--- config.mk ---
export PLATFORM = sky130hd
export DESIGN_NAME = word_serializer
export DESIGN_NICKNAME = d
export VERILOG_FILES = /design/src/rtl/word_serializer.sv
export SDC_FILE = /design/constraint.sdc
export NUM_CORES = 1
export LEC_CHECK = 0
export BUFFER_PORTS_ARGS = -buffer_cell sky130_fd_sc_hd__buf_2
export CORE_ASPECT_RATIO = 0.5
export CORE_MARGIN = 4
export CORE_UTILIZATION = 56
export CTS_CLUSTER_DIAMETER = 60
export DETAILED_ROUTE_END_ITERATION = 10
export GPL_ROUTABILITY_DRIVEN = 0
export MAX_ROUTING_LAYER = met4
export PLACE_DENSITY = 0.87
export SYNTH_ARGS = -nofsm -noshare
export SYNTH_HDL_FRONTEND = slang
export SYNTH_SLANG_ARGS = --single-unit
--- constraint.sdc ---
create_clock -name clock -period 3 [get_ports clock]
set_clock_uncertainty 0.1 [all_clocks]
set_input_delay 0 -clock clock [delete_from_list [all_inputs] [get_ports clock]]
set_output_delay 0 -clock clock [all_outputs]
set_load 0.01 [all_outputs]
--- src/rtl/word_serializer.sv ---
// Word serializer: pops 32-bit words from an upstream FIFO and sends each as
// a framed serial stream (start, 32 data bits LSB first, parity, stop).
module word_serializer #(
   parameter int CLKS_PER_BIT = 4,
   parameter bit PARITY_ODD   = 1'b0
) (
   input  logic        clock,
   input  logic        reset_n,
   input  logic        enable,
   input  logic        fifo_empty,
   input  logic [31:0] fifo_data,
   output logic        fifo_rd,
   output logic        ser_out,
   output logic        busy,
   output logic [15:0] words_sent
);

   typedef enum logic [2:0] {
      IDLE   = 3'd0,
      START  = 3'd1,
      DATA   = 3'd2,
      PARITY = 3'd3,
      STOP   = 3'd4
   } state_t;

   localparam logic [7:0] LAST_CNT = 8'(CLKS_PER_BIT - 1);

   function automatic logic parity32(input logic [31:0] word, input logic odd);
      return (^word) ^ odd;
   endfunction

   state_t      state_r, state_s;
   logic [7:0]  clk_cnt_r, clk_cnt_s;
   logic [4:0]  bit_idx_r, bit_idx_s;
   logic [31:0] shift_r, shift_s;
   logic        parity_r, parity_s;
   logic        ser_out_r, ser_out_s;
   logic        busy_r;
   logic [15:0] words_sent_r, words_sent_s;
   logic        pop_s;
   logic        bit_done_s;

   assign pop_s      = (state_r == IDLE) && enable && !fifo_empty && reset_n;
   assign bit_done_s = (clk_cnt_r == LAST_CNT);
   assign fifo_rd    = pop_s;
   assign ser_out    = ser_out_r;
   assign busy       = busy_r;
   assign words_sent = words_sent_r;

   // Next-state, bit timing, shift register and frame counter.
   always_comb begin
      state_s      = state_r;
      clk_cnt_s    = clk_cnt_r;
      bit_idx_s    = bit_idx_r;
      shift_s      = shift_r;
      parity_s     = parity_r;
      words_sent_s = words_sent_r;

      if (state_r == IDLE || bit_done_s) begin
         clk_cnt_s = 8'd0;
      end else begin
         clk_cnt_s = clk_cnt_r + 8'd1;
      end

      case (state_r)
         IDLE: begin
            if (pop_s) begin
               shift_s  = fifo_data;
               parity_s = parity32(fifo_data, PARITY_ODD);
               state_s  = START;
            end else begin
               state_s = IDLE;
            end
         end
         START: begin
            if (bit_done_s) begin
               bit_idx_s = 5'd0;
               state_s   = DATA;
            end else begin
               state_s = START;
            end
         end
         DATA: begin
            if (!bit_done_s) begin
               state_s = DATA;
            end else if (bit_idx_r == 5'd31) begin
               state_s = PARITY;
            end else begin
               bit_idx_s = bit_idx_r + 5'd1;
               shift_s   = {1'b0, shift_r[31:1]};
            end
         end
         PARITY: begin
            if (bit_done_s) begin
               state_s = STOP;
            end else begin
               state_s = PARITY;
            end
         end
         STOP: begin
            if (bit_done_s) begin
               state_s      = IDLE;
               words_sent_s = words_sent_r + 16'd1;
            end else begin
               state_s = STOP;
            end
         end
         default: begin
            state_s = IDLE;
         end
      endcase
   end

   // Line level is decoded from the next state so ser_out can be a flop.
   always_comb begin
      ser_out_s = 1'b1;
      case (state_s)
         IDLE:    ser_out_s = 1'b1;
         START:   ser_out_s = 1'b0;
         DATA:    ser_out_s = shift_s[0];
         PARITY:  ser_out_s = parity_s;
         STOP:    ser_out_s = 1'b1;
         default: ser_out_s = 1'b1;
      endcase
   end

   // State and output registers with synchronous reset.
   always_ff @(posedge clock) begin
      if (!reset_n) begin
         state_r      <= IDLE;
         clk_cnt_r    <= 8'd0;
         bit_idx_r    <= 5'd0;
         shift_r      <= 32'd0;
         parity_r     <= 1'b0;
         ser_out_r    <= 1'b1;
         busy_r       <= 1'b0;
         words_sent_r <= 16'd0;
      end else begin
         state_r      <= state_s;
         clk_cnt_r    <= clk_cnt_s;
         bit_idx_r    <= bit_idx_s;
         shift_r      <= shift_s;
         parity_r     <= parity_s;
         ser_out_r    <= ser_out_s;
         busy_r       <= (state_s != IDLE);
         words_sent_r <= words_sent_s;
      end
   end

endmodule
# ---- Word-level counts from Yosys, hierarchy flattened
# Index checks and enable logic that the tools add are counted.
dict set report totals {
  reg_bits 67
  elab_cells 58
  output_inout_bits 19
}
dict set report op_classes {
  eq_ne 13
  n_mux 18
  bitwise 1
  n_reduce_logical 14
  n_addsub 3
}
# cell n
set op_table {}
lappend op_table {{$mux W32} 3}
lappend op_table {{$pmux W32 S2} 1}
lappend op_table {{$reduce_xor A32 Y1} 1}
lappend op_table {{$add A16 B1 Y16 const B} 1}
lappend op_table {{$mux W5} 3}
lappend op_table {{$pmux W3 S5} 1}
lappend op_table {{$eq A3 B2 Y1 const B} 4}
lappend op_table {{$mux W3} 4}
lappend op_table {{$pmux W5 S2} 1}
lappend op_table {{$add A8 B1 Y8 const B} 1}
lappend op_table {{$eq A8 B2 Y1 const B} 1}
lappend op_table {{$ne A2 B2 Y1 const B} 4}
lappend op_table {{$reduce_and A4 Y1} 2}
lappend op_table {{$eq A3 B1 Y1 const B} 2}
lappend op_table {{$add A5 B1 Y5 const B} 1}
lappend op_table {{$eq A5 B5 Y1 const B} 1}
lappend op_table {{$reduce_bool A2 Y1} 2}
lappend op_table {{$eq A3 B3 Y1 const B} 1}
lappend op_table {{$logic_and A1 B1 Y1} 3}
lappend op_table {{$logic_not A3 Y1} 1}
lappend op_table {{$mux W1} 3}
lappend op_table {{$pmux W1 S3} 1}
lappend op_table {{$reduce_bool A3 Y1} 1}
lappend op_table {{$mux W2} 1}
lappend op_table {{5 further kinds} 5}

# ---- Longest topological paths before layout
# Gate-level depths: netlist of the first run.
dict set report depth {
  word_depth 8
  mapped_depth 8
  depth_no_buf 8
}

# ---- Worst setup path before layout of the first run
# OpenSTA, ideal clock, no wires.
dict set report synth_path {
  path_type {register to register}
  start {register clk_cnt_r[0]}
  end {register words_sent_r[5] (netlist: words_sent[5])}
  path_slack_ps 793
  setup_time_ps 115
  required_time_ps 2785
  synth_period_minus_slack_ps 2207
  arrival_time_ps 1992
  stages_incl_launch_ff 9
  path_cell_list {dfxtp_1 ha_1 or3b_1 clkbuf_1 nor3_4 and4_1 and3_1 xor2_1 and2_1}
}
dict set report synth_via {
  elab_chain_len 2
}
# element line_no
set synth_rtl {}
lappend synth_rtl {{start, declared} 33} ;# logic [7:0] clk_cnt_r, clk_cnt_s;
lappend synth_rtl {{start signal, assigned} 140} ;# clk_cnt_r <= clk_cnt_s;
lappend synth_rtl {{$eq A8 B2 Y1} 44} ;# assign bit_done_s = (clk_cnt_r == LAST_CNT);
lappend synth_rtl {{$reduce_and A2 Y1 (no line)} -}
lappend synth_rtl {{end signal, assigned} 146} ;# words_sent_r <= words_sent_s;
lappend synth_rtl {{end, declared} 39} ;# logic [15:0] words_sent_r, words_sent_s;
# No other way between the ends.
# A chain may end at the register's enable or synchronous reset.

# ---- Worst setup path in the final report of the first run
dict set report layout_path {
  start {register clk_cnt_r[0]}
  end {register bit_idx_r[3]}
}
dict set report layout_via {
  elab_chain_len 3
  word_cells_on_any_way 4
}
# element line_no
set layout_rtl {}
lappend layout_rtl {{$eq A8 B2 Y1 *} 44}
lappend layout_rtl {{$ne A2 B2 Y1 (no line)} -}
lappend layout_rtl {{$reduce_and A4 Y1 (no line) *} -}
lappend layout_rtl {{end signal, assigned} 141} ;# bit_idx_r <= bit_idx_s;
lappend layout_rtl {{end, declared} 34} ;# logic [4:0] bit_idx_r, bit_idx_s;
# Mark *: on every way between the ends. The rest lies on a longest branch, timed or not.

==> results of run 1 <==
-- power groups by stage --
stage | combinational, mW | clock, mW | sequential, mW
final | 0.276 | 1.02 | 0.921
after detailed placement | 0.224 | 0 | 0.938
after global routing | 0.293 | 1.07 | 0.922
after floorplan | 0.159 | 0 | 0.935
after global placement | 0.211 | 0 | 0.937
after CTS | 0.257 | 1.02 | 0.920
-- synth_stat cells, types with 2 or more instances --
master     n  area share [%]
a22oi_1   31             7.1
nand4_1    4            0.77
xor2_1    16             4.3
and2_1    13             2.5
nor3_1     5            0.77
and3_1     6             1.2
nor2b_1    9             1.7
dfxtp_1   67              41
nand2b_1   3            0.58
xnor2_1   37              10
mux2i_1    2            0.61
ha_1       4             1.5
buf_2      3            0.46
a21oi_1    5            0.77
inv_1      4            0.46
o21a_1     4            0.92
nor2_1    21             2.4
o21ai_0    3            0.46
nand2_1   41             4.7
a21boi_1  31             7.1
nand3_1    7             1.1
clkbuf_1  15             1.7
and4_1     2            0.54
-- final cells by class --
| cell class | instances | area share (%) |
|---|---|---|
| Multi-Input combinational cell | 266 | 43.5 |
| Sequential cell | 67 | 31.9 |
| Timing Repair Buffer | 90 | 15.2 |
| Clock buffer | 11 | 5.53 |
| Tap cell | 73 | 2.17 |
| Clock inverter | 5 | 1.28 |
| Inverter | 4 | 0.357 |
-- flip-flops by register name (all words and copies together), names as in the netlist --
name / flops
words_sent: 16
shift_r: 32
clk_cnt_r: 8
ser_out: 1
state_r: 3
parity_r: 1
busy: 1
bit_idx_r: 5
-- kinds of logic after synthesis --
group,share of synthesized area (%)
compound gates,18.4
flops,41.2
buf+inv,2.88
simple gates,21.1
mux,0.615
fa+ha+maj,1.54
xor+xnor,14.3
-- final timing paths --
kind,start,to,slack [ps],cells past startpoint
worst max-delay path,clk_cnt_r[0],bit_idx_r[3],440,7
worst min-delay path,fifo_data[0],shift_r[0],70,4
worst max register to register,clk_cnt_r[0],bit_idx_r[3],440,7
worst min register to register,shift_r[8],shift_r[8],350,2
-- metal layers --
metal,global-route usage (%),share of wire (%),vias to the layer above
met3,7.06,5.5,35
met5,-,0,-
met2,40.5,50,106
li1,-,-,1398
met4,10.4,3.9,0
met1,26.3,40,1391
-- worst max-delay path: stages (launching register included) --
cell     delay [ps]
dfxtp_1         380
ha_1            230
or3b_1          520
nor4b_4         350
buf_4           400
nand4_1         200
xor2_1          180
nor2_1          120
-- what timing repair did --
| item | CTS | global route |
|---|---|---|
| hold buffers | 32 | 0 |
| endpoints found under the setup margin | 0 | 0 |
| hold endpoints to repair | 33 | 0 |
-- per-stage QoR --
| step | hold WS [ps] | cell area [µm²] | setup slack, ps | util, % | power, mW |
|---|---|---|---|---|---|
| after floorplan | 83.3 | 3260 | 793 | - | 1.09 |
| after global placement | 211 | 3570 | 531 | 64.2 | 1.15 |
| after detailed placement | 225 | 3570 | 398 | 64.2 | 1.16 |
| after CTS | 50.7 | 4180 | 385 | 75.1 | 2.20 |
| after global routing | 92.6 | 4210 | 337 | 75.6 | 2.28 |
| final | 72.4 | 4210 | 444 | 75.6 | 2.22 |
==> metrics.md, run 1 <==
| Metric | Value |
|---|---|
| Leakage | 1.66 nW |
| N_diodes | 0 |
| Global route total overflow | 0 |
| Clock slew at reported path FFs | 50 ps |
| Post-Syn Area | 3260 µm² |
| Worst path required time | 3160 ps |
| FF+latch count, synth | 67 |
| Synth Warn # | 0 |
| Seq/Total Area, Yosys | 41.2% |
| Async SR Flop Fraction | 0% |
| Syn avg cell area | 9.15 µm² |
| Sink Count | 67 |
| Io pins | 55 |
| H-Tree Depth | 3 |
| # nets final | 478 |
| Starting density of the core | 58.5% |
| Clock latency on the worst-skew pair | 330 ps |
| Fillcell total | 376 |
| Proportion of layout cells with a drive suffix above 1 | 18.3% |
| Storage element area | 1340 µm² |
| VDD IR max | 434 µV |
| Final setup fails | 0 |
| Post-synth EDFFs | 0 |
| Minimum clock period | 2560 ps |
| Slew @ Worst Pin | 906 ps |
| DP HPWL | 4900 µm |
| Final Max Slew Viols | 0 |
| Fmax | 0.391 GHz |
| PwrDens | 527 nW/µm² |
| Crit path capture type | flop |
| Hold Violations, Final | 0 |
| Post-Syn Nets | 396 |
| Cell Count, Final, Fillers Out | 516 |
| Multi-input logic area | 1830 µm² |
| Most common cell after layout, fill and taps aside | dfxtp_1 |
| Post-Syn Instances | 356 |
| Pre-antenna DRT Iters | 5 |
| WL final | 8360 µm |
| Die Ht | 61.9 µm |
| P_sw | 0.525 mW |
| DRT antenna net count | 0 |
| Die area | 7170 µm² |
| Clock power frac | 46.0% |
| Relative slew margins | 38.7% |
| RSZ-0062 raised after global routing | false |
| Worst EP arrival | 2720 ps |
| Netlist cell types | 46 |
| DRT iter0 DRCs | 199 |
| Global Route Usage Sum | 23.6% |
| Total Neg Setup Slack | 0 ps |
| Cells after DPL | 467 |
| Status | complete, no violations |
| Area delta synth->final | 29.2% |
| Crit path kind | flop to flop |
| Routed len/inst | 16.2 µm |
| Max_cap viols | 0 |
| Post-CTS setup buffers | 0 |
| Vias | 2,930 |
| Main synth FF type | dfxtp_1 |
| Seq pwr share | 41.5% |
| PortBufs | 54 |
| CP Launch Type | flop |
| Internal | 1.69 mW |
| Clock Tree Root | clkbuf_16 |
| CTS tree | done |
| Period utilization | 85.2% |
| Switching share of power | 23.7% |
| Cell Rows | 19 |
| Number of global-route vias before repair | 2,730 |
| Power share of the combinational group | 12.5% |
| Hold/Removal Path Class | input pin to flop |
| Longest Clk Path Bufs | 2 |
| First-pass GRT wire length | 12,700 µm |
| # DRC | 0 |
| Die width | 116 µm |
| Post-CTS Resized | 0 |
| CTS Buf Count | 9 |
| Placeable Area | 5560 µm² |
| Largest net degree at the start of global routing | 58 |
| Via density per instance | 5.68 |
| Worst Path Max Fanout | 33 |
| Antenna violations before repair | 0 |
| Most frequent cells in the layout | 67 x dfxtp_1, 54 x buf_2, 41 x nand2_1, 37 x xnor2_1, 32 x dlygate4sd3_1 |
No activity file was read; power rests on OpenSTA's default activity.
==> run 2, diff against run 1 <==
Settings changed: ABC_AREA set to 1, CORE_ASPECT_RATIO 0.5 to not set, CORE_UTILIZATION 56 to 57, CTS_CLUSTER_SIZE set to 8.
==> run 2 against run 1 <==
Compared with the run above: die area rose by 13%; final cell count rose by 41%; core utilization fell by 3.3 points; worst hold slack got worse by 51 ps; register-to-register slack improved by 350 ps; combinational power rose by 6%.
==> metrics.md, run 2 <==
| Metric | Value |
|---|---|
| Async SR Flop Fraction | 0% |
| DRT iter0 DRCs | 229 |
| Post-Syn Instances | 569 |
| Worst Path Max Fanout | 36 |
| Post-Syn Nets | 609 |
| Switching share of power | 26.0% |
| PwrDens | 434 nW/µm² |
| Most frequent cells in the layout | 217 x nand2_1, 67 x dfxtp_1, 54 x buf_2, 37 x nor2_1, 37 x inv_1 |
| Seq pwr share | 45.5% |
| Crit path depth | 11 |
| Starting density of the core | 59.6% |
| Met2 Use GR | 41.0% |
| Hold Violations, Final | 0 |
| CTS Buf Count | 9 |
| Critical path buffer and inverter count | 2 |
| Period utilization | 76.2% |
| # DRC | 0 |
| Max stage delay on crit path | 650 ps |
| Io pins | 55 |
| Clock slew at reported path FFs | 70 ps |
| Worst R2R Path Depth | 7 |
| Routed len/inst | 13.1 µm |
| Die width | 89.9 µm |
| CP max stage cell | nor2_4 |
| Cell Rows | 29 |
| Placeable Area | 6420 µm² |
| Relative slew margins | 32.1% |
| Worst path required time | 3140 ps |
| Power share of the combinational group | 14.5% |
| Post-synth top area cell | dfxtp_1 |
| Post-synth top cells | 217 x nand2_1, 67 x dfxtp_1, 37 x inv_1, 37 x nor2_1, 35 x nand4_1 |
| Placed inst area | 4120 µm² |
| Die Ht | 89.9 µm |
| Hold_sp | fifo_empty |
| Top-count cell post-synth | nand2_1 |
| Number of global-route vias before repair | 3,689 |
| Antenna violations before repair | 0 |
| Crit path kind | input pin to flop |
| PnR worst setup slack | 714 ps |
| FF+latch count, synth | 67 |
| Largest register by flop count | shift_r |
| Status | complete, no violations |
| Longest Clk Path Bufs | 2 |
| WL final | 9530 µm |
| Proportion of layout cells with a drive suffix above 1 | 15.2% |
| VDD IR max | 315 µV |
| Grt peak-use layer | met2 |
| # nets final | 687 |
| Post-CTS setup buffers | 0 |
| Final setup fails | 0 |
| Slew @ Worst Pin | 1000 ps |
| CTS tree | done |
| Worst EP arrival | 2430 ps |
| Crit-path leading delay family | simple AND/OR/NAND/NOR gates |
| Most common cell after layout, fill and taps aside | nand2_1 |
| Clock latency on the worst-skew pair | 340 ps |
| Global route total overflow | 0 |
| Area delta synth->final | 21.3% |
| Max_cap viols | 0 |
| Global Route Usage Sum | 24.6% |
| Clock power frac | 40.0% |
| N_diodes | 0 |
| Worst path cell trace | dlygate4sd3_1 -> buf_2 -> nand2_1 -> nor2_1 -> nand2_1 -> nor2_4 -> nor2_1 -> a21oi_2 -> nor2_1 -> a21oi_1 -> nand2_1 |
| DRT antenna net count | 0 |
| Largest net degree at the start of global routing | 46 |
| Reg2reg end | shift_r[19] |
| Post-route cell area | 4640 µm² |
| DP HPWL | 6230 µm |
| Syn avg cell area | 6.73 µm² |
| H-Tree Depth | 3 |
| Seq/Total Area, Yosys | 35.0% |
| RSZ-0062 raised after global routing | false |
| Netlist cell types | 38 |
| Post-CTS Resized | 0 |
| M1 GR Usage | 29.0% |
| Synth area leaders | dfxtp_1 35%, nand2_1 21%, nand4_1 5.7% |
| Fmax | 0.437 GHz |
| GR Layer Usage met3 | 5.93% |
| FF-to-FF Start | clk_cnt_r[0] |
| Sink Count | 67 |
| Crit path capture type | flop |
| Synth Warn # | 0 |
| Area share of the largest cell type after synthesis | 35.0% |
| Hold/Removal Path Class | input pin to flop |
| CP Launch Type | input pin |
| Max reg flops | 32 |
| Pre-CTS WS | 828 ps |
| Pre-antenna DRT Iters | 5 |
| Final Max Slew Viols | 0 |
| Total Neg Setup Slack | 0 ps |
| P_sw | 0.526 mW |
| PortBufs | 54 |
| Leakage | 2.07 nW |
| Fillcell total | 496 |
| First-pass GRT wire length | 16,500 µm |
| Main synth FF type | dfxtp_1 |
| Post-synth EDFFs | 0 |
| Die area | 8090 µm² |
| Internal | 1.49 mW |
| Post-Syn Area | 3830 µm² |
| Via density per instance | 5.50 |
| Hold EP | shift_r[0] |
| Reg2Reg Setup Slack | 790 ps |
| Minimum clock period | 2290 ps |
| Clock Tree Root | clkbuf_8 |
| Crit path from | reset_n |
| Hold Path Stages | 6 |
| Vias | 4,010 |
run 2: changes by cell type after synthesis, moves of 12 or more:
cell / delta
xnor2_1: -26
a22oi_1: -31
inv_1: +33
and2_1: -13
nand2_1: +176
nand4_1: +31
a21oi_1: +12
a31oi_1: +29
nor2_1: +16
a21boi_1: -31
run 2: power groups by stage:
stage,Sequential [mW],Clock [mW],Combinational [mW]
global route,0.919,0.867,0.329
CTS,0.917,0.814,0.284
floorplan,0.936,0,0.172
global placement,0.936,0,0.241
finish,0.917,0.808,0.293
detailed placement,0.937,0,0.252
run 2: worst max path at each step:
stage                              to
final                         ser_out
after global placement    shift_r[22]
after floorplan           shift_r[10]
after detailed placement  shift_r[19]
after global routing      shift_r[23]
after CTS                     ser_out
run 2: timing repair:
item | CTS | global route
endpoints found under the hold margin | 44 | 0
setup endpoints to repair | 0 | 0
hold buffers | 32 | 0
run 2: worst register-to-register path: stages, from the launching register on:
cell and delay (ps):
dfxtp_1 360, ha_1 190, nand3_1 120, nor2_4 250, buf_4 380, a31oi_4 400
nand2_1 180, a31oi_1 90
run 2: cells by family (layout without fill, tap and decap cells):
family	Yosys count	in the layout	synth area share [%]
flip-flops	67	67	35.0
adder cells (fa/ha/maj)	4	4	1.31
buffers and inverters	68	151	7.16
XOR/XNOR	29	29	6.64
AO/OA/AOI/OAI	67	67	10.7
AND/OR/NAND/NOR	334	334	39.2
run 2: per-layer routing:
metal | vias up | wire length, µm
met3 | 21 | 608
met5 | - | 0
met4 | 0 | 182
met1 | 1810 | 4010
li1 | 2033 | -
met2 | 146 | 4720
run 2: layout make-up:
type                    instances  area (µm²)  area share (%)
clock inverters                 5        77.6            1.67
repair buffers                 89         613            13.2
flip-flops and latches         67        1340            28.9
well taps                      77        96.3            2.07
multi-input cells             434        2210            47.6
clock buffers                  11         131            2.83
inverters                      46         173            3.72
run 2: through the flow:
step                      util [%]  power (mW)  hold slack (ps)  cells
final                         72.3        2.02             21.1    729
after global routing          72.3        2.11             65.3    729
after CTS                     72.3        2.02             18.9    729
after detailed placement      64.1        1.19              198    681
after global placement        64.1        1.18              193    681
after floorplan                  -        1.11             45.8    569
==> run 3, diff against run 2 <==
Settings changed: ABC_AREA 1 to 0, CORE_UTILIZATION 57 to 50, PLACE_DENSITY 0.87 to 0.82.
Clock period 3 ns to 1.9 ns, I/O delays scaled along.
==> run 3 against run 2 <==
Compared with the run above: first-iteration DRC count up 38%; clock-buffer cell count down 2; critical path depth unchanged; global-route usage up 4.5 points; final cell count down 22%; largest cell class unchanged; die area down 2.8%; routed wire length up 28%; clock power up 66%; register-to-register slack worse by 1100 ps; via count down 16%; combinational power up 78%; the flow now finishes with violations (negative setup slack); critical path type is now flop to flop; setup slack worse by 1000 ps.
==> metrics.md, run 3 (synthesis gave the netlist of run 1 again) <==
| Metric | Value |
|---|---|
| Failing checks | negative setup slack |
| # DRC | 0 |
| Largest net degree at the start of global routing | 58 |
| Final Max Slew Viols | 0 |
| Reg2reg end | ser_out |
| Clock Tree Root | clkbuf_8 |
| DP HPWL | 5360 µm |
| Crit path capture type | flop |
| Reg2Reg Setup Slack | -310 ps |
| Minimum clock period | 2210 ps |
| Longest Clk Path Bufs | 2 |
| Clock slew at reported path FFs | 80 ps |
| Placed inst area | 3880 µm² |
| DRT antenna net count | 0 |
| Worst path cell trace | ha_4 -> and3_4 -> ha_4 -> nor4b_4 -> buf_4 -> buf_6 -> buf_8 -> a22o_1 -> a21o_1 -> nor2_1 -> o21bai_1 |
| Via density per instance | 5.92 |
| Crit path kind | flop to flop |
| RSZ-0062 raised after global routing | true |
| Pre-antenna DRT Iters | 5 |
| Sink Count | 67 |
| Fmax | 0.452 GHz |
| Fillcell total | 299 |
| Pwr Total | 3.32 mW |
| Worst EP arrival | 2400 ps |
| Die Ht | 88.7 µm |
| Clock latency on the worst-skew pair | 360 ps |
| Relative slew margins | 35.1% |
| Largest register by flop count | shift_r |
| DRT iter0 DRCs | 315 |
| Hold Violations, Final | 0 |
| Starting density of the core | 51.3% |
| Critical path's most frequent cell | ha_4 |
| Max reg flops | 32 |
| # nets final | 528 |
| Die area | 7870 µm² |
| PortBufs | 54 |
| CP max stage cell | dfxtp_2 |
| WL final | 12,200 µm |
| CTS tree | done |
| Max stage delay on crit path | 350 ps |
| Io pins | 55 |
| Worst path required time | 2080 ps |
| PnR worst setup slack | -314 ps |
| Pre-CTS WS | -278 ps |
| Cell Rows | 29 |
| Placeable Area | 6350 µm² |
| Area delta synth->final | 59.0% |
| Max_cap viols | 0 |
| Hold/Removal Path Class | input pin to flop |
| VDD IR max | 681 µV |
| CTS Buf Count | 9 |
| Vias | 3,379 |
| Final setup fails | 62 |
| Global route total overflow | 0 |
| H-Tree Depth | 3 |
| Period utilization | 117% |
| Worst setup endpoint | ser_out |
| FF-to-FF Start | bit_idx_r[0] |
| Proportion of layout cells with a drive suffix above 1 | 45.6% |
| Leakage | 2.04 nW |
| Status | finished, violations left |
| PwrDens | 641 nW/µm² |
| Post-route cell area | 5180 µm² |
| Most common cell after layout, fill and taps aside | dfxtp_1 |
| CP Launch Type | flop |
| Slew @ Worst Pin | 958 ps |
| Worst R2R Path Depth | 11 |
| Global Route Usage Sum | 29.1% |
| Crit path from | bit_idx_r[0] |
| Antenna violations before repair | 1 |
| Die width | 88.7 µm |
| Number of global-route vias before repair | 3,429 |
| Most frequent cells in the layout | 58 x dfxtp_1, 53 x buf_2, 37 x xnor2_1, 32 x dlygate4sd3_1, 31 x a22oi_2 |
| Total Neg Setup Slack | -10,080 ps |
| Routed len/inst | 21.4 µm |
| Post-layout util | 81.5% |
| First-pass GRT wire length | 16,700 µm |
| Worst Path Max Fanout | 4 |
[run 3: critical path, delay by kind of cell (launching register included)]
family	cells	cell delay, ps
compound gates	3	400
fa+ha+maj	2	330
buf+inv	3	420
flops	1	350
simple gates	3	530
[run 3: metrics by stage]
step / hold WS (ps) / cells
2_1_floorplan: 83.3 / 356
6_report: 88.8 / 571
3_5_place_dp: 217 / 503
3_3_place_gp: 193 / 503
5_1_grt: 72.0 / 571
4_1_cts: 11.7 / 564
[run 3: layout make-up]
type	instances	area (µm²)	share of cell area [%]
timing repair buffer	140	1230	23.8
multi-input combinational	266	2260	43.7
tap	77	96.3	1.86
clock buffer	9	124	2.39
sequential	67	1350	26.1
inverter	4	15.0	0.290
antenna	1	2.50	0.0483
clock inverter	7	92.6	1.79
[run 3: worst min path at each step]
stage / start / to / slack, ps / depth (start not counted)
2_1_floorplan: fifo_data[31] / shift_r[31] / 80 / 2
3_3_place_gp: fifo_data[31] / shift_r[31] / 190 / 3
3_5_place_dp: fifo_data[31] / shift_r[31] / 220 / 3
4_1_cts: fifo_data[0] / shift_r[0] / 10 / 4
5_1_grt: enable / busy / 70 / 4
6_report: enable / busy / 90 / 4
[run 3: repair_timing]
| action | in CTS | in global routing |
|---|---|---|
| gates resized for setup | 68 | 59 |
| setup buffers | 9 | 7 |
| endpoints found under the hold margin | 33 | 0 |
| gates cloned | 6 | 2 |
| pin swaps | 32 | 34 |
| hold buffers | 32 | 0 |
| endpoints found under the setup margin | 63 | 67 |
[run 3: where the power goes]
part           total, mW  switching (mW)  internal [mW]
clock               1.34           0.603          0.734
sequential          1.46          0.0281           1.43
combinational      0.522           0.253          0.269
[run 3: routing by layer]
layer / share of wire [%] / GRT usage (%)
met4: 4.7 / 16.9
met3: 6.9 / 5.21
met2: 52 / 50.9
met5: 0 / -
met1: 37 / 30.5
